===== config.mk =====
export PLATFORM = sky130hd
export DESIGN_NAME = risc_core
export DESIGN_NICKNAME = d
export VERILOG_FILES = /design/src/rtl/risc_pkg.sv /design/src/rtl/risc_regfile.sv /design/src/rtl/risc_core.sv
export SDC_FILE = /design/constraint.sdc
export NUM_CORES = 1
export LEC_CHECK = 0
export ABC_AREA = 1
export CAP_MARGIN = 20
export CORE_MARGIN = 2
export CORE_UTILIZATION = 40
export DETAILED_ROUTE_END_ITERATION = 6
export PLACE_DENSITY = 0.62
export SYNTH_ARGS = -nofsm -noshare
export SYNTH_HDL_FRONTEND = slang
export SYNTH_SLANG_ARGS = --single-unit

===== constraint.sdc =====
create_clock -name clk -period 4.7 [get_ports clk]
set_input_delay 0.94 -clock clk [delete_from_list [all_inputs] [get_ports clk]]
set_output_delay 0.94 -clock clk [all_outputs]
set_load 0.01 [all_outputs]

===== src/rtl/risc_pkg.sv =====
// risc_pkg: shared definitions for the risc_core slice.
//   - op_e     : 4-bit opcode encoding
//   - state_e  : fetch/decode/execute FSM states
//   - instruction word width and field bit positions
//   - small opcode-class helpers used by the core
package risc_pkg;

    localparam int INSTR_W = 16;
    localparam int OP_HI   = 15;
    localparam int OP_LO   = 12;
    localparam int RD_HI   = 11;
    localparam int RD_LO   = 8;
    localparam int RS_HI   = 7;
    localparam int RS_LO   = 4;
    localparam int RT_HI   = 3;
    localparam int RT_LO   = 0;
    localparam int IMM_HI  = 7;
    localparam int IMM_LO  = 0;

    typedef enum logic [3:0] {
        OP_NOP  = 4'h0,
        OP_ADD  = 4'h1,
        OP_SUB  = 4'h2,
        OP_AND  = 4'h3,
        OP_OR   = 4'h4,
        OP_XOR  = 4'h5,
        OP_NOT  = 4'h6,
        OP_SHL  = 4'h7,
        OP_SHR  = 4'h8,
        OP_LDI  = 4'h9,
        OP_LD   = 4'hA,
        OP_ST   = 4'hB,
        OP_JMP  = 4'hC,
        OP_BEQZ = 4'hD,
        OP_OUT  = 4'hE,
        OP_HALT = 4'hF
    } op_e;

    typedef enum logic [2:0] {
        S_IDLE   = 3'd0,
        S_FETCH  = 3'd1,
        S_DECODE = 3'd2,
        S_EXEC   = 3'd3,
        S_MEM    = 3'd4,
        S_WB     = 3'd5,
        S_HALT   = 3'd6
    } state_e;

    // Ops 1..8 are the ALU ops that update {N,C,Z}.
    function automatic logic is_alu(input op_e o);
        return (o inside {OP_ADD, OP_SUB, OP_AND, OP_OR, OP_XOR, OP_NOT, OP_SHL, OP_SHR});
    endfunction

    // Ops 1..A write rd in WB.
    function automatic logic writes_rd(input op_e o);
        return is_alu(o) || (o == OP_LDI) || (o == OP_LD);
    endfunction

endpackage


===== src/rtl/risc_regfile.sv =====
// risc_regfile: NREGS x DATA_W register file.
//   clk, rst (async active-low clear to 0)
//   we/waddr/wdata      : single write port, written on rising clk
//   raddr_a/rdata_a     : combinational read port A
//   raddr_b/rdata_b     : combinational read port B
//   raddr_d/rdata_d     : extra read port for the debug display
//                         (only when RISC_CORE_DBG_EN is defined)
module risc_regfile #(
    parameter int DATA_W = 8,
    parameter int NREGS  = 4,
    parameter int RW     = $clog2(NREGS)
) (
    input  logic              clk,
    input  logic              rst,
    input  logic              we,
    input  logic [RW-1:0]     waddr,
    input  logic [DATA_W-1:0] wdata,
    input  logic [RW-1:0]     raddr_a,
    output logic [DATA_W-1:0] rdata_a,
    input  logic [RW-1:0]     raddr_b,
`ifdef RISC_CORE_DBG_EN
    input  logic [RW-1:0]     raddr_d,
    output logic [DATA_W-1:0] rdata_d,
`endif
    output logic [DATA_W-1:0] rdata_b
);

    logic [NREGS-1:0][DATA_W-1:0] regs;

    // One flop row per register; each row only listens to its own decode.
    for (genvar r = 0; r < NREGS; r++) begin : g_reg
        always_ff @(posedge clk or negedge rst) begin
            if (!rst)
                regs[r] <= '0;
            else if (we && (waddr == RW'(r)))
                regs[r] <= wdata;
        end
    end

    assign rdata_a = regs[raddr_a];
    assign rdata_b = regs[raddr_b];
`ifdef RISC_CORE_DBG_EN
    assign rdata_d = regs[raddr_d];
`endif

endmodule


===== src/rtl/risc_core.sv =====
// risc_core: multi-cycle RISC core (FETCH/DECODE/EXEC/[MEM]/WB).
// Ports:
//   clk, rst (async active-low)
//   run (level, free-run), step (pulse, one instruction from IDLE)
//   imem_addr/imem_data    : sync program ROM, 1-cycle read latency
//   dmem_addr/dmem_we/dmem_wdata/dmem_rdata : sync data RAM, 1-cycle read
//   out_port/out_valid     : OUT result and its one-cycle strobe
//   pc, flags {N,C,Z}, halted, busy : status
// Optional build macro RISC_CORE_DBG_EN adds dbg_sel/dbg_data, a
// combinational register peek for the 7-segment display.
module risc_core
    import risc_pkg::*;
#(
    parameter int DATA_W = 8,
    parameter int NREGS  = 4,
    parameter int PC_W   = 4,
    parameter int ADDR_W = 4
) (
    input  logic               clk,
    input  logic               rst,
    input  logic               run,
    input  logic               step,
    output logic [PC_W-1:0]    imem_addr,
    input  logic [INSTR_W-1:0] imem_data,
    output logic [ADDR_W-1:0]  dmem_addr,
    output logic               dmem_we,
    output logic [DATA_W-1:0]  dmem_wdata,
    input  logic [DATA_W-1:0]  dmem_rdata,
    output logic [DATA_W-1:0]  out_port,
    output logic               out_valid,
    output logic [PC_W-1:0]    pc,
    output logic [2:0]         flags,
`ifdef RISC_CORE_DBG_EN
    input  logic [3:0]         dbg_sel,
    output logic [DATA_W-1:0]  dbg_data,
`endif
    output logic               halted,
    output logic               busy
);

    localparam int RW = $clog2(NREGS);

    // Register fields are 4 bits wide; fold them into the actual file size.
    function automatic logic [RW-1:0] ridx(input logic [3:0] f);
        return RW'(32'(f) % NREGS);
    endfunction

    state_e              state;
    logic [INSTR_W-1:0]  ir;
    logic [DATA_W-1:0]   opa, opb, res;
    logic [DATA_W-1:0]   rdata_a, rdata_b, imm;
    logic [DATA_W-1:0]   alu_res;
    logic                alu_c;
    logic [DATA_W:0]     wide;
    op_e                 op, dec_op;
    logic                rf_we;

    assign op        = op_e'(ir[OP_HI:OP_LO]);
    assign dec_op    = op_e'(imem_data[OP_HI:OP_LO]);
    assign imm       = DATA_W'(ir[IMM_HI:IMM_LO]);
    assign imem_addr = pc;
    assign rf_we     = (state == S_WB) && writes_rd(op);

    // Operands are read with the fields of the incoming ROM word so they
    // can be latched in the same DECODE cycle as the instruction.
    risc_regfile #(.DATA_W(DATA_W), .NREGS(NREGS), .RW(RW)) u_rf (
        .clk     (clk),
        .rst     (rst),
        .we      (rf_we),
        .waddr   (ridx(ir[RD_HI:RD_LO])),
        .wdata   (res),
        .raddr_a (ridx(imem_data[RS_HI:RS_LO])),
        .rdata_a (rdata_a),
        .raddr_b (ridx(imem_data[RT_HI:RT_LO])),
`ifdef RISC_CORE_DBG_EN
        .raddr_d (ridx(dbg_sel)),
        .rdata_d (dbg_data),
`endif
        .rdata_b (rdata_b)
    );

    // ALU; the default result is the immediate so LDI flows through unchanged.
    always_comb begin
        alu_res = imm;
        alu_c   = 1'b0;
        wide    = '0;
        case (op)
            OP_ADD: begin
                wide    = {1'b0, opa} + {1'b0, opb};
                alu_res = wide[DATA_W-1:0];
                alu_c   = wide[DATA_W];
            end
            OP_SUB: begin
                // Top bit of the widened difference is the borrow.
                wide    = {1'b0, opa} - {1'b0, opb};
                alu_res = wide[DATA_W-1:0];
                alu_c   = wide[DATA_W];
            end
            OP_AND: alu_res = opa & opb;
            OP_OR:  alu_res = opa | opb;
            OP_XOR: alu_res = opa ^ opb;
            OP_NOT: alu_res = ~opa;
            OP_SHL: begin
                alu_res = {opa[DATA_W-2:0], 1'b0};
                alu_c   = opa[DATA_W-1];
            end
            OP_SHR: begin
                alu_res = {1'b0, opa[DATA_W-1:1]};
                alu_c   = opa[0];
            end
            default: ;
        endcase
    end

    always_ff @(posedge clk or negedge rst) begin
        if (!rst) begin
            state      <= S_IDLE;
            ir         <= '0;
            opa        <= '0;
            opb        <= '0;
            res        <= '0;
            pc         <= '0;
            flags      <= '0;
            dmem_addr  <= '0;
            dmem_we    <= 1'b0;
            dmem_wdata <= '0;
            out_port   <= '0;
            out_valid  <= 1'b0;
            halted     <= 1'b0;
            busy       <= 1'b0;
        end else begin
            dmem_we   <= 1'b0;
            out_valid <= 1'b0;
            case (state)
                S_IDLE: if (run || step) begin
                    state <= S_FETCH;
                    busy  <= 1'b1;
                end
                S_FETCH: state <= S_DECODE;
                S_DECODE: begin
                    ir  <= imem_data;
                    opa <= rdata_a;
                    opb <= rdata_b;
                    // Registered here so the RAM sees address/strobe during EXEC.
                    if (dec_op == OP_LD || dec_op == OP_ST)
                        dmem_addr <= rdata_a[ADDR_W-1:0];
                    if (dec_op == OP_ST) begin
                        dmem_we    <= 1'b1;
                        dmem_wdata <= rdata_b;
                    end
                    state <= S_EXEC;
                end
                S_EXEC: begin
                    res <= alu_res;
                    if (is_alu(op))
                        flags <= {alu_res[DATA_W-1], alu_c, alu_res == '0};
                    if (op == OP_LD)
                        state <= S_MEM;
                    else if (op == OP_HALT) begin
                        halted <= 1'b1;
                        busy   <= 1'b0;
                        state  <= S_HALT;
                    end else
                        state <= S_WB;
                end
                S_MEM: begin
                    res   <= dmem_rdata;
                    state <= S_WB;
                end
                S_WB: begin
                    if (op == OP_JMP || (op == OP_BEQZ && opa == '0))
                        pc <= PC_W'(ir[IMM_HI:IMM_LO]);
                    else
                        pc <= pc + PC_W'(1);
                    if (op == OP_OUT) begin
                        out_port  <= opa;
                        out_valid <= 1'b1;
                    end
                    if (run)
                        state <= S_FETCH;
                    else begin
                        state <= S_IDLE;
                        busy  <= 1'b0;
                    end
                end
                S_HALT: ;
                default: state <= S_IDLE;
            endcase
        end
    end

endmodule


==> impl_results.md, run 1 <==
- Setup violations, final: 0
- Starting density of the core: 0.412
- # diodes: 0
- I/O Buffers: 60
- H-tree levels: 3
- Commonest register cell after synthesis: dfrtp_1
- DIE WIDTH: around 130 um
- Post-Syn Nets: 805
- Router iterations before antenna repair: 7
- Worst path required time: 4940 ps
- First-pass GRT wire length: 28,100 um
- Worst endpoint data arrival time: slightly above 3000 ps
- Vias: between 5,000 and 6,000
- Residual DRC: 2
- Final hold vios: 0
- Synth unique cells: 38
- Clock Skew: between 10 and 15 ps
- Final WL: approximately 18,000 um
- Clk sinks: roughly 100
- PostCTS Resize Cnt: 0
- Largest net degree at the start of global routing: 81
- GR Overflow Total: 0
- Synthesized netlist cell count: approximately 750
- Nets: around 860
- Placed cells: 972
- Filler instances: approximately 1,400
- Yosys warns: 0
- Clock Path Buffers: 2
- Clock buffer count from CTS: 9
- Post-synth EDFFs: 0
- Worst hold path class: primary input to asynchronous set/reset pin
- CTS Hold Bufs: 0
- Critical path fanouts, max: 19
- Syn avg cell area: 8.05 um^2
- Vias in the first global route: a little over 5,000
- I/O Pins: 63
- Dpl ws: approximately 1600 ps
- Worst setup EP type: flip-flop
- Slew headroom: 0.464
- Max cap viols: 0
- RSZ-0062 raised after global routing: false
- Seq/Total Area, Yosys: 0.432
- Cell count of the worst reg-to-reg path: 14
- Peak supply drop: slightly below 0.0003 V
- Nature of the critical path startpoint: primary input
- Root Buffer: clkbuf_16
- Die Y: approximately 130 um
- Post-DP HPWL: between 10,000 and 15,000 um
- Yosys reg bits: around 100
- Async SR Flop Fraction: 1.00
- Critical setup path kind: primary input to flip-flop
- Final min period: ~2800 ps
- Total Die Area: 16,100 um^2
- Later-pin clock latency in the skew report: 360 ps
- RR Startpoint: opa[0]
- Iteration-0 DRC Markers: roughly 370
- Drt wl/cell: ~18 um
- FMAX: 360 MHz
- Slew @ Worst Pin: about 800 ps
- R2R Path End: res[6]
- Setup tns final: 0 ps
- Vias/cell: ~5.3
- Synth Cell Area: 6030 um^2
- Setup bufs post-CTS: 0
- Commonest non-fill, non-tap cell in the layout: nand2_1
- CTS tree: done
- Gpl congestion: 0.887
- Power Density: between 600 and 700 nW/um^2
- Antenna Nets Post-Route: 0
- Leak Pwr: about 3.3 nW
- Clk pin slew, worst setup/hold paths: 70 ps
- Final setup margin: about 1900 ps
- Site row count: 44
- Hold WS: ~400 ps
- Worst R2R Setup Slack: around 2100 ps
- Aggregate global-route resource usage: 0.228
- Share of layout cells above drive strength 1: 0.0896
- Commonest non-fill, non-tap cells in the layout: nand2_1 (192), dfrtp_1 (104), o21ai_0 (87), inv_1 (73)
- Initial antenna violation count: 0
- Max Slew Vio Count: 0
- Area grow syn2layout: 17.7%
- Fin crit share: 0.591
- Failing checks: design-rule violations
- Status: finished with violations
- Area of the core: about 15,000 um^2
- Final std cells w/o fill: between 900 and 1,000
## synthesized netlist by cell type (2+ instances only)
cell type / count / area [um^2]
a21oi_1: 37 / 185
buf_4: 4 / 30.0
clkbuf_1: 19 / 71.3
dfrtp_1: 104 / 2600
fa_1: 2 / 40.0
ha_1: 26 / 325
inv_1: 73 / 274
inv_2: 2 / 7.51
mux2_2: 37 / 417
nand2_1: 192 / 721
nand3_1: 47 / 235
nand3b_1: 5 / 37.5
nand4_1: 5 / 31.3
nor2_1: 59 / 221
nor2_2: 3 / 18.8
nor3_1: 4 / 20.0
nor3_2: 3 / 30.0
nor3_4: 2 / 32.5
o211ai_1: 7 / 52.6
o21ai_0: 87 / 435
o21bai_1: 2 / 15.0
o221ai_1: 2 / 17.5
o22ai_1: 9 / 56.3
or2_2: 2 / 12.5
xnor2_1: 3 / 26.3
## state kept, by name, summed over array words and instances, names as in the netlist
name	count
u_rf.regs	32
ir	14
dmem_wdata	8
opa	8
opb	8
out_port	8
res	8
dmem_addr	4
imem_addr	4
flags	3
state	3
busy	1
dmem_we	1
halted	1
out_valid	1
## worst max-delay path by stage
stage / start / end / slack (ps)
4_1_cts: imem_data[0] / opb[6] / 1980
3_5_place_dp: imem_data[4] / dmem_addr[3] / 1610
2_1_floorplan: imem_data[4] / dmem_addr[0] / 2630
5_1_grt: imem_data[4] / dmem_addr[3] / 1770
3_3_place_gp: imem_data[0] / opb[6] / 1600
6_report: imem_data[4] / dmem_addr[3] / 1920
## power breakdown
group          internal, mW  switching (mW)
clock network         0.428           0.342
registers              1.27           0.350
logic                 0.880            1.44
## worst max-delay path, stage by stage
cell and delay, ps:
clkdlybuf4s50_1 930, inv_1 440, o21ai_0 260, o22ai_1 150
mux2_2 290
## metal layers
metal / global-route usage / share of wire / vias up
met5: 0 / 0 / -
met4: 0.0886 / 0.027 / 0
met3: 0.0388 / 0.048 / 25
met2: 0.353 / 0.45 / 141
met1: 0.322 / 0.48 / 2547
li1: - / - / 2570
## metrics by stage
step / instance area (um^2) / utilization / power (mW)
after floorplan: 6030 / - / 3.05
after global placement: 6770 / 0.462 / 3.89
after detailed placement: 6770 / 0.462 / 3.92
after CTS: 7070 / 0.483 / 4.71
after global routing: 7100 / 0.485 / 5.08
final: 7100 / 0.485 / 4.71
## layout make-up
| cell class | instances | area [um^2] | area share |
|---|---|---|---|
| clock inverter | 4 | 53.8 | 0.00758 |
| multi-input combinational | 545 | 3030 | 0.428 |
| timing repair buffer | 64 | 648 | 0.0913 |
| clock buffer | 11 | 243 | 0.0342 |
| sequential | 104 | 2600 | 0.367 |
| tap | 184 | 230 | 0.0324 |
| inverter | 76 | 285 | 0.0402 |
## cell families (layout without fill, tap and decap cells)
logic type	after synthesis	count (layout)	share of synthesized area
AOI/OAI and AO/OA	148	148	0.132
muxes	37	37	0.0691
and+or+nand+nor	328	328	0.236
DFF	104	104	0.432
adders and majority gates	28	28	0.0606
xor gates and xnor gates	4	4	0.00581
buffers and inverters	100	155	0.0650
(Power assumes the default switching activity.)
==> run 2: changes to the inputs <==
==> constraint.sdc (replaced) <==
create_clock -name clk -period 2.7 [get_ports clk]
set_input_delay 0.54 -clock clk [delete_from_list [all_inputs] [get_ports clk]]
set_output_delay 0.54 -clock clk [all_outputs]
set_load 0.01 [all_outputs]
==> run 2 against run 1 <==
  * The flow now finishes without violations
  * Power grew 75%
  * Clock skew shrank 5.9 ps
  * Critical path depth up 8
  * Clock-buffer cell count decreased by 2
  * First-iteration DRC count up 25%
  * Register-to-register slack worse by 1800 ps
  * Setup slack worse by 1600 ps
  * Combinational power rose by 79%
  * Critical path type is now flip-flop to flip-flop
==> impl_results.md, run 2 (synthesized netlist as in run 1, its figures left out) <==
- Max Slew Vio Count: 0 (unchanged)
- Largest Register: u_rf.regs (unchanged)
- Cell count of the worst reg-to-reg path: 13 (was 14)
- Peak supply drop: 0.000636 V (was 0.000291 V)
- Commonest non-fill, non-tap cell in the layout: nand2_1 (unchanged)
- Sw frac: 0.458 (was 0.452)
- Clk sinks: 104 (unchanged)
- Clock Skew: 7.90 ps (was 13.8 ps)
- Vias in the first global route: 5,248 (was 5,112)
- Router iterations before antenna repair: 7 (unchanged)
- Power Density: 1140 nW/um^2 (was 663 nW/um^2)
- Clock buffer count from CTS: 9 (unchanged)
- DIE WIDTH: 127 um (unchanged)
- FMAX: between 400 and 500 MHz
- Critical Path End: flags[0] (was dmem_addr[3])
- CTS Hold Bufs: 0 (unchanged)
- Largest net degree at the start of global routing: 52 (was 81)
- Die Y: 127 um (unchanged)
- Final WL: 18,100 um (was 17,900 um)
- Gpl congestion: 0.916 (was 0.887)
- Site row count: 44 (unchanged)
- Worst path required time: 3000 ps (was 4940 ps)
- Slew @ Worst Pin: 666 ps (was 801 ps)
- Nature of the critical path startpoint: flip-flop (was primary input)
- Leak Pwr: 3.38 nW (was 3.30 nW)
- Max cap viols: 0 (unchanged)
- Commonest non-fill, non-tap cells in the layout: nand2_1 (192), dfrtp_1 (104), o21ai_0 (87), inv_1 (73) (unchanged)
- Status: complete, no violations (was finished with violations)
- Setup tns final: 0 ps (unchanged)
- I/O Pins: 63 (unchanged)
- Filler instances: 1,428 (was 1,402)
- Final hold vios: 0 (unchanged)
- I/O Buffers: 60 (unchanged)
- Clock Power Share: 0.153 (was 0.164)
- Final min period: between 2000 and 2500 ps
- Power, Total: 8.22 mW (was 4.71 mW)
- Residual DRC: 0 (was 2)
- Fin crit share: 0.873
- Share of layout cells above drive strength 1: 0.111 (was 0.0896)
- H-tree levels: 3 (unchanged)
- R2R Path End: flags[0] (was res[6])
- Starting density of the core: 0.412 (unchanged)
- PostCTS Resize Cnt: 0 (unchanged)
- RSZ-0062 raised after global routing: false (unchanged)
- Setup violations, final: 0 (unchanged)
- Total Die Area: 16,100 um^2 (unchanged)
- Worst R2R Setup Slack: 340 ps (was 2110 ps)
- Area grow syn2layout: 19.5% (was 17.7%)
- Aggregate global-route resource usage: 0.233 (was 0.228)
- GR Overflow Total: 0 (unchanged)
- Worst endpoint data arrival time: 2660 ps (was 3020 ps)
- Worst Setup SP: opa[0] (was imem_data[4])
- Area of the core: 14,600 um^2 (unchanged)
- Seq pwr share: 0.340 (was 0.344)
- Internal Power: 4.46 mW (was 2.58 mW)
- Setup bufs post-CTS: 0 (unchanged)
- Antenna Nets Post-Route: 0 (unchanged)
- Nets: 874 (was 856)
- Slew headroom: 0.555 (was 0.464)
- Max reg flops: 32 (unchanged)
- Root Buffer: clkbuf_16 (unchanged)
- Drt wl/cell: 18.0 um (was 18.1 um)
- Clock Path Buffers: 2 (unchanged)
- Initial antenna violation count: 0 (unchanged)
- Clk pin slew, worst setup/hold paths: 70 ps (about the same)
- Post-DP HPWL: 14,100 um (was 13,600 um)
- Vias: 5,376 (was 5,283)
- Critical path fanouts, max: 3 (was 19)
- Critical setup path kind: flip-flop to flip-flop (was primary input to flip-flop)
- Worst hold path class: primary input to asynchronous set/reset pin (unchanged)
- Iteration-0 DRC Markers: 465 (was 373)
- CTS tree: done (unchanged)
- Vias/cell: 5.34 (was 5.35)
- Top flop regs: u_rf.regs (32), ir (14) (unchanged)
- # diodes: 0 (unchanged)
- Worst setup EP type: flip-flop (unchanged)
- RR Startpoint: opa[0] (unchanged)
- First-pass GRT wire length: 28,900 um (was 28,100 um)
- Switching power: 3.76 mW (was 2.13 mW)
- Combinational fraction of design power: 0.507 (was 0.492)
- Later-pin clock latency in the skew report: 360 ps (about the same)
## run 2: critical path: stages, from the launching register on
cell and delay [ps]:
dfrtp_1 380, ha_1 210, inv_1 80, fa_1 410, nand3b_1 210, nand2_1 120
nand2_1 50, nand3_1 100, nand3_1 150, nor2_1 220, nand3_1 110, nor2_1 110
nand3_1 100, nand2_1 70
## run 2: layer usage
metal,up-vias,global-route usage,part of all wire
li1,2599,-,-
met1,2590,0.333,0.47
met2,160,0.367,0.46
met5,-,0,0
met4,0,0.0724,0.020
met3,27,0.0375,0.044
## run 2: cell type report
class                      count  area (um^2)  area share
timing repair buffer          82          776       0.108
sequential                   104         2600       0.361
multi-input combinational    545         3030       0.421
clock inverter                 6         50.0     0.00695
clock buffer                   9          225      0.0313
inverter                      76          285      0.0396
tap                          184          230      0.0320
## run 2: how the worst min path moves through the flow
| stage | cells after the start | startpoint | to | slack, ps |
|---|---|---|---|---|
| 2_1_floorplan | 0 | rst | busy | 240 |
| 3_3_place_gp | 2 | flags[2] | flags[2] | 460 |
| 3_5_place_dp | 2 | ir[7] | ir[7] | 470 |
| 4_1_cts | 1 | rst | imem_addr[3] | 150 |
| 5_1_grt | 1 | rst | imem_addr[2] | 170 |
| 6_report | 1 | rst | imem_addr[3] | 130 |
## run 2: power by group through the flow
stage               sequential (mW)  combinational (mW)  clock, mW
CTS                            2.79                4.15       1.30
detailed placement             2.82                4.13          0
global route                   2.89                4.64       1.36
finish                         2.80                4.16       1.26
floorplan                      2.73                2.58          0
global placement               2.77                4.09          0
## run 2: per-stage QoR
| step | setup slack, ps | utilization | std cells | area (um^2) | hold WS [ps] |
|---|---|---|---|---|---|
| CTS | 382 | 0.492 | 1006 | 7200 | 149 |
| detailed placement | 383 | 0.473 | 991 | 6930 | 468 |
| floorplan | 691 | - | 749 | 6030 | 244 |
| global route | 107 | 0.492 | 1006 | 7200 | 174 |
| finish | 342 | 0.492 | 1006 | 7200 | 134 |
| global placement | 401 | 0.473 | 991 | 6930 | 465 |
==> run 3: changes to the inputs <==
==> constraint.sdc (replaced) <==
create_clock -name clk -period 2.3 [get_ports clk]
set_input_delay 0.46 -clock clk [delete_from_list [all_inputs] [get_ports clk]]
set_output_delay 0.46 -clock clk [all_outputs]
set_load 0.01 [all_outputs]
==> run 3 against run 2 <==
  * Die area stayed put
  * Via count is 1.7% higher
  * Clock-buffer cell count is 1 higher
  * Worst hold slack worse by 69 ps
  * Largest cell class unchanged
  * Sequential power is 16% higher
  * Flip-flop and latch count stayed put
  * Sequential share of layout area is 1.4 points lower
  * Critical endpoint is now res[6]
  * Non-clock buffer count is 29 higher
  * Setup slack worse by 200 ps
  * Clock skew is 3.1 ps higher
  * Highest routed layer unchanged
  * Design area is 4.0% higher
==> impl_results.md, run 3 (synthesized netlist as in run 1, its figures left out) <==
- Worst path required time: 2550 ps (was 3000 ps)
- Vias/cell: 5.28 (was 5.34)
- Antenna Nets Post-Route: 0 (unchanged)
- Initial antenna violation count: 0 (unchanged)
- Vias: 5,465 (was 5,376)
- RSZ-0062 raised after global routing: false (unchanged)
- Post-DP HPWL: 14,600 um (was 14,100 um)
- Clock Skew: 11.0 ps (was 7.90 ps)
- Worst R2R Setup Slack: 140 ps (was 340 ps)
- Clk pin slew, worst setup/hold paths: 80 ps (was 70 ps)
- Site row count: 44 (unchanged)
- Hold WS: 64.9 ps (was 134 ps)
- Root Buffer: clkbuf_16 (unchanged)
- Aggregate global-route resource usage: 0.248 (was 0.233)
- Die Y: 127 um (unchanged)
- Power Density: 1350 nW/um^2 (was 1140 nW/um^2)
- Max reg flops: 32 (unchanged)
- Clk sinks: 104 (unchanged)
- Area grow syn2layout: 24.3% (was 19.5%)
- Starting density of the core: 0.412 (unchanged)
- Final hold vios: 0 (unchanged)
- RR Startpoint: opa[0] (unchanged)
- Vias in the first global route: 5,434 (was 5,248)
- Total Die Area: 16,100 um^2 (unchanged)
- Worst endpoint data arrival time: 2420 ps (was 2660 ps)
- Gpl congestion: 0.902 (was 0.916)
- GR Overflow Total: 0 (unchanged)
- I/O Buffers: 60 (unchanged)
- Status: complete, no violations (unchanged)
- Peak supply drop: 0.000546 V (was 0.000636 V)
- Share of layout cells above drive strength 1: 0.151 (was 0.111)
- Top flop regs: u_rf.regs (32), ir (14) (unchanged)
- Residual DRC: 0 (unchanged)
- Commonest non-fill, non-tap cell in the layout: nand2_1 (unchanged)
- Final std cells w/o fill: 1,036 (was 1,006)
- Later-pin clock latency in the skew report: 360 ps (about the same)
- Area of the core: 14,600 um^2 (unchanged)
- I/O Pins: 63 (unchanged)
- Setup violations, final: 0 (unchanged)
- Max cap viols: 0 (unchanged)
- Worst setup EP type: flip-flop (unchanged)
- Cell count of the worst reg-to-reg path: 14 (was 13)
- Drt wl/cell: 18.2 um (was 18.0 um)
- Slew @ Worst Pin: 637 ps (was 666 ps)
- Max Slew Vio Count: 0 (unchanged)
- DIE WIDTH: 127 um (unchanged)
- Router iterations before antenna repair: 6 (was 7)
- Commonest non-fill, non-tap cells in the layout: nand2_1 (191), dfrtp_1 (104), o21ai_0 (87), inv_1 (73), clkdlybuf4s50_1 (59) (was nand2_1 (192), dfrtp_1 (104), o21ai_0 (87), inv_1 (73))
- Nature of the critical path startpoint: flip-flop (unchanged)
- Iteration-0 DRC Markers: 372 (was 465)
- CTS tree: done (unchanged)
- FMAX: 463 MHz (was 424 MHz)
- Slew headroom: 0.574 (was 0.555)
- Leak Pwr: 3.53 nW (was 3.38 nW)
- R2R Path End: res[6] (was flags[0])
- Fin crit share: 0.940 (was 0.873)
- Clock buffer count from CTS: 9 (unchanged)
- Clock Path Buffers: 2 (unchanged)
- Critical path fanouts, max: 3 (unchanged)
- Worst hold path class: primary input to asynchronous set/reset pin (unchanged)
- Setup tns final: 0 ps (unchanged)
- Nets: 903 (was 874)
- H-tree levels: 3 (unchanged)
- Final min period: 2160 ps (was 2360 ps)
- Final WL: 18,900 um (was 18,100 um)
- First-pass GRT wire length: 30,400 um (was 28,900 um)
- Largest Register: u_rf.regs (unchanged)
- Placed cells: 1,020 (was 991)
- Dpl ws: 78.6 ps (was 383 ps)
- Largest net degree at the start of global routing: 53 (was 52)
- Final setup margin: 138 ps (was 342 ps)
- Critical setup path kind: flip-flop to flip-flop (unchanged)
- # diodes: 0 (unchanged)
==> run 3: cell types whose count changed in the layout (fill, tap and decap cells not counted), moves of 2 or more <==
| cell | before | now |
|---|---|---|
| buf_4 | 22 | 49 |
| ha_1 | 26 | 23 |
| nor2_2 | 3 | 5 |
| nor2_1 | 59 | 57 |
| ha_2 | 0 | 3 |
| buf_12 | 1 | 3 |
==> run 3: cell type report <==
class                      instances  area [um^2]
fill                            1414         7150
multi-input combinational        545         3060
sequential                       104         2600
timing repair buffer             111         1020
inverter                          76          285
clock buffer                      10          239
tap                              184          230
clock inverter                     6         61.3
==> run 3: how the worst max path moves through the flow <==
stage | to | depth (start not counted) | startpoint
global route | out_port[1] | 6 | state[2]
global placement | res[6] | 14 | opa[0]
floorplan | res[6] | 14 | opa[3]
CTS | flags[0] | 9 | ir[15]
finish | res[6] | 14 | opa[0]
detailed placement | res[6] | 14 | opb[0]
==> run 3: per-layer routing <==
layer | track usage | routed length [um] | up-vias
li1 | - | - | 2670
met1 | 0.352 | 8840 | 2632
met2 | 0.400 | 8810 | 151
met3 | 0.0409 | 971 | 12
met4 | 0.0569 | 252 | 0
met5 | 0 | 0 | -
==> run 3: per-stage QoR <==
stage / cell area (um^2) / util / total power [mW]
2_1_floorplan: 6030 / - / 6.23
3_3_place_gp: 7170 / 0.490 / 8.47
3_5_place_dp: 7170 / 0.490 / 8.54
4_1_cts: 7470 / 0.510 / 10.1
5_1_grt: 7490 / 0.512 / 11.0
6_report: 7490 / 0.512 / 10.1
==> run 3: what timing repair did <==
| item | 4_1_cts | 5_1_grt |
|---|---|---|
| setup endpoints to repair | 0 | 7 |
| setup buffers | 0 | 0 |
| resized for setup | 0 | 8 |
| hold buffers | 0 | 0 |
==> run 3: worst max-delay path: stages, from the launching register on <==
cell     delay (ps)
dfrtp_1         400
inv_1            80
ha_1            140
inv_1            60
fa_1            410
nand3_1         120
nand2_1         100
a21oi_1         150
nand2_1          70
nand3_1          90
nand3_1         110
nor2_2          160
nand2_1          70
nand2_1          60
nand2_1          50
==> run 3: report_power, final <==
group          switching (mW)  total (mW)  internal [mW]
logic                    3.13        5.34           2.22
clock network           0.765        1.56          0.794
registers               0.653        3.25           2.59
==> edit 1, RTL diff (settings of run 2) <==
Build with the macro `RISC_CORE_DBG_EN` defined.
--- a/src/rtl/risc_regfile.sv
+++ b/src/rtl/risc_regfile.sv
@@ -5,6 +5,8 @@
 //   raddr_b/rdata_b     : combinational read port B
 //   raddr_d/rdata_d     : extra read port for the debug display
 //                         (only when RISC_CORE_DBG_EN is defined)
+`define RISC_CORE_DBG_EN
+
 module risc_regfile #(
     parameter int DATA_W = 8,
     parameter int NREGS  = 4,
Ports: changed (added dbg_data and dbg_sel); port bits go from 63 to 75. The function was not compared with the original's and may differ.
==> edit 1 against run 2 <==
Synthesized cell count increased by 7.5%; first-iteration DRC count decreased by 24%; clock skew decreased by 0.00076 ns; wire length decreased by 1.2%; synthesized area increased by 4.4%; worst setup slack got worse by 0.067 ns; clock power increased by 4%; worst hold slack improved by 0.019 ns; critical path depth decreased by 7; core utilization increased by 0.72 points; power increased by 0.88%; sequential cell count unchanged; cell area increased by 6.1%; sequential share of layout area decreased by 2.1 points.
==> edit 1: results (changes against run 2) <==
[outcome]
status=complete, no violations

[placed_design]
gp_congestion=0.9151  ; about the same
dpl_cell_area_sq_mm=0.007337  ; +5.9%
io_buffers=70  ; +17%
place_ws_ns=-0.02296  ; -0.4064 ns
dpl.hpwl_mm=13.69  ; -2.6%

[setup_path]
cp-endpoint=dbg_data[1]
crit_slowest_cell=clkdlybuf4s50_1
critPathMaxFanout=16  ; +13
reg2reg_depth=14  ; +1
rr_startpoint=opa[3]$_DFFE_PN0P_
max_stage_delay_ns=0.39  ; -0.02 ns

[global_route]
grt_pass1_vias=5225  ; -0.44%
grt.total_usage=0.2217  ; -0.01171
grt_max_degree=49  ; -5.8%

[yosys]
synth-seq-area-share=0.4134  ; -0.01828
synthAdderAreaFrac=0.05804  ; -0.002566
yosys-top-cells-count=nand2_1 (221), dfrtp_1 (104), o21ai_0 (92), a21oi_1 (76), inv_1 (75)
synthesis.nets=865  ; +7.5%
synthCells=805  ; +7.5%
synth_compound_area_frac=0.1550  ; +0.02303
synth-xor-area-share=0.005565  ; -0.0002460
synthTopCellsByArea=dfrtp_1 (41%), nand2_1 (13%), o21ai_0 (7.3%)
muxShareOfSynthArea=0.06082  ; -0.008293

[finish]
drive_gt1_frac=0.1054  ; -0.005324
final_util=0.4991  ; +0.007218
layout.nets=947  ; +8.4%

[detailed_routing]
drt-met1-wl_mm=8.520  ; -0.86%
drt_iter0_drc=354  ; -24%
met3_length_um=873  ; +9.1%
met2RoutedLength_mm=8.083  ; -3.0%
routed_via_density=5.122  ; -4.1%
drt_wl_total_mm=17.89  ; -1.2%
num_vias=5650  ; +5.1%

[power_and_ir_drop]
ir_drop_mv=0.5419  ; -15%

[sta]
whs_ns=0.1534  ; +0.01902 ns
skew_ns=0.007145  ; -0.0007575 ns

[edit 1: cell types whose count changed after synthesis, moves of 5 or more]
cell | run 2 | this run
a21oi_1 | 37 | 76
nand3b_1 | 5 | 0
o22ai_1 | 9 | 2
nand2_1 | 192 | 221
nor2_1 | 59 | 48
o21ai_0 | 87 | 92
[edit 1: final cells by class]
class,instances,share of cell area
clock inverter,5,0.007530
tap,211,0.03454
timing repair buffer,97,0.1200
clock buffer,11,0.03045
multi-input combinational,595,0.4277
inverter,80,0.03929
sequential,104,0.3405
[edit 1: repair_timing]
action	CTS	global route
gates resized for setup	1	7
buffers inserted	0	0
hold buffers	0	0
setup endpoints to repair	1	7
[edit 1: report_power, final]
group	switching, mW	internal [mW]	leakage (nW)
Clock	0.587	0.718	0.132
Sequential	0.614	2.18	1.36
Combinational	2.54	1.66	2.13
[edit 1: routing by layer]
metal	track usage	vias up
met1	0.3232	2639
met2	0.3446	166
met4	0.07653	0
met3	0.02436	25
li1	-	2820
met5	0	-
==> edit 2, RTL diff (settings of run 2) <==
Made on the original files. The 7 states of `state_e` get a one-hot encoding in 7 bits.
--- a/src/rtl/risc_pkg.sv
+++ b/src/rtl/risc_pkg.sv
@@ -36,14 +36,14 @@
         OP_HALT = 4'hF
     } op_e;
 
-    typedef enum logic [2:0] {
-        S_IDLE   = 3'd0,
-        S_FETCH  = 3'd1,
-        S_DECODE = 3'd2,
-        S_EXEC   = 3'd3,
-        S_MEM    = 3'd4,
-        S_WB     = 3'd5,
-        S_HALT   = 3'd6
+    typedef enum logic [6:0] {
+        S_IDLE   = 7'b0000001,
+        S_FETCH  = 7'b0000010,
+        S_DECODE = 7'b0000100,
+        S_EXEC   = 7'b0001000,
+        S_MEM    = 7'b0010000,
+        S_WB     = 7'b0100000,
+        S_HALT   = 7'b1000000
     } state_e;
 
     // Ops 1..8 are the ALU ops that update {N,C,Z}.
Behaviour: no difference found for any inputs over 10 cycles, from zero or initial values and one cycle with rst low; not proved beyond that.
==> edit 2 against run 2 <==
Worst hold slack improved by 0.060 ns; critical endpoint unchanged; cell area rose by 4.3%; clock power grew 17%; critical path type unchanged; sequential share of layout area fell by 0.13 points; sequential cell count up 4; worst setup slack about the same; global-route usage about the same; largest power group unchanged; sequential power down 13%; power down 9.4%; synthesized area grew 4.0%; combinational power shrank 15%; first-iteration DRC count is 3.7% lower; wire length rose by 2.3%.
==> edit 2: results (changes against run 2) <==
[outcome]
status=complete, no violations

[placed_design]
dpl_cell_area_sq_mm=0.007184  ; +3.7%
gp_congestion=0.9383  ; +2.4%
place_ws_ns=0.4239  ; +0.04050 ns
dpl.hpwl_mm=13.67  ; -2.8%
place_inst=1092  ; +10%

[yosys]
synth-xor-area-share=0.005585  ; -0.0002261
synth_cell_type_count=42  ; +11%
muxShareOfSynthArea=0.007181  ; -0.06193
ys.flop_type=dfrtp_1
synthAdderAreaFrac=0.05825  ; -0.002358
synth_compound_area_frac=0.1380  ; +0.006036
syn_avg_cell_area_sq_um=7.612  ; -5.4%
synth-seq-area-share=0.4311  ; -0.0006352
synthTopCellsByArea=dfrtp_1 (43%), nand2_1 (14%), o21ai_0 (8.7%)
synthesis.nets=880  ; +9.3%
yosys-top-cells-count=nand2_1 (229), o21ai_0 (109), dfrtp_1 (107), inv_1 (92), nor2_1 (80)

[global_route]
grt_max_degree=47  ; -9.6%
grt.total_usage=0.2333  ; about the same
grt_pass1_vias=5414  ; +3.2%
grt_pass1_wl_mm=29.53  ; +2.0%

[sta]
skew_ns=0.008000  ; +0.00009759 ns
whs_ns=0.1941  ; +0.05977 ns
max-slew-margin-rel=0.5682  ; +0.01358
max_freq_mhz=424.1  ; about the same

[setup_path]
critPathMaxFanout=7  ; +4
worst_setup_path_start_kind=register
reg2reg_depth=12  ; -1
critPathArrivalTime_ns=2.61  ; -0.05 ns
rr_startpoint=opa[1]$_DFFE_PN0P_
reg2reg_slack_ns=0.34  ; about the same
rr_endpoint=flags[0]$_DFFE_PN0P_

[finish]
layout.nets=948  ; +8.5%
fillers=1509  ; +5.7%
drive_gt1_frac=0.07023  ; -0.04047
multiInputGateArea_sq_mm=0.003079  ; +1.5%
top_regs=u_rf.regs: 32 flops, ir: 14 flops

[detailed_routing]
wl_per_cell_um=16.72  ; -7.1%
drt_iter0_drc=448  ; -3.7%
routed_via_density=5.119  ; -4.2%
first_pass_iters=5  ; -2
drt_wl_total_mm=18.52  ; +2.3%

[power_and_ir_drop]
p_leak_nw=3.542  ; +4.7%
power.share.switching=0.4444  ; -0.01312
ir_drop_mv=0.3965  ; -38%

[clock_tree]
cts_setup_buffers=0  ; unchanged
cts-buffers-inserted=9  ; unchanged

[hold_path]
hold_path.class=in2async

[edit 2: cell types whose count changed in the layout (fill, tap and decap cells not counted), moves of 4 or more]
cell            run 2  this run
inv_1              73        92
nand4_1             5        12
nand2_1           192       229
o21a_1              0         8
nand3_1            47        51
o21ai_0            87       109
o22ai_1             9        18
nor2_1             59        80
a21oi_1            37        10
mux2_2             37         4
[edit 2: critical path, cell delays in order (launching register included)]
cell	delay [ns]
dfrtp_1	0.50
inv_1	0.25
ha_1	0.39
nor2_1	0.12
nand2_1	0.07
nand2_1	0.15
nand2_1	0.09
nand3_1	0.08
nand3_1	0.09
nand3_1	0.19
o21ai_0	0.16
nand3_1	0.12
nand2_1	0.05
[edit 2: final cells by class]
class                           instances  area share
Multi-Input combinational cell        597      0.4100
Sequential cell                       108      0.3600
Timing Repair Buffer                   81      0.1039
Inverter                               95     0.04748
Tap cell                              211     0.03515
Clock buffer                           11     0.03232
Clock inverter                          5     0.01116
[edit 2: power groups by stage]
| stage | sequential (mW) | clock, mW | combinational (mW) |
|---|---|---|---|
| final | 2.44 | 1.47 | 3.54 |
| after global routing | 2.51 | 1.56 | 3.99 |
| after CTS | 2.44 | 1.50 | 3.50 |
| after detailed placement | 2.46 | 0 | 3.48 |
| after global placement | 2.46 | 0 | 3.44 |
| after floorplan | 2.37 | 0 | 2.34 |
[edit 2: metal layers]
layer  vias up  share of wire  global-route usage  wire length (um)
met5         -              0                   0                 0
met4         0          0.031             0.09335               582
met3        37          0.052             0.04170               956
met2       180           0.42              0.3344              7819
met1      2644           0.49              0.3480              9163
li1       2811              -                   -                 -
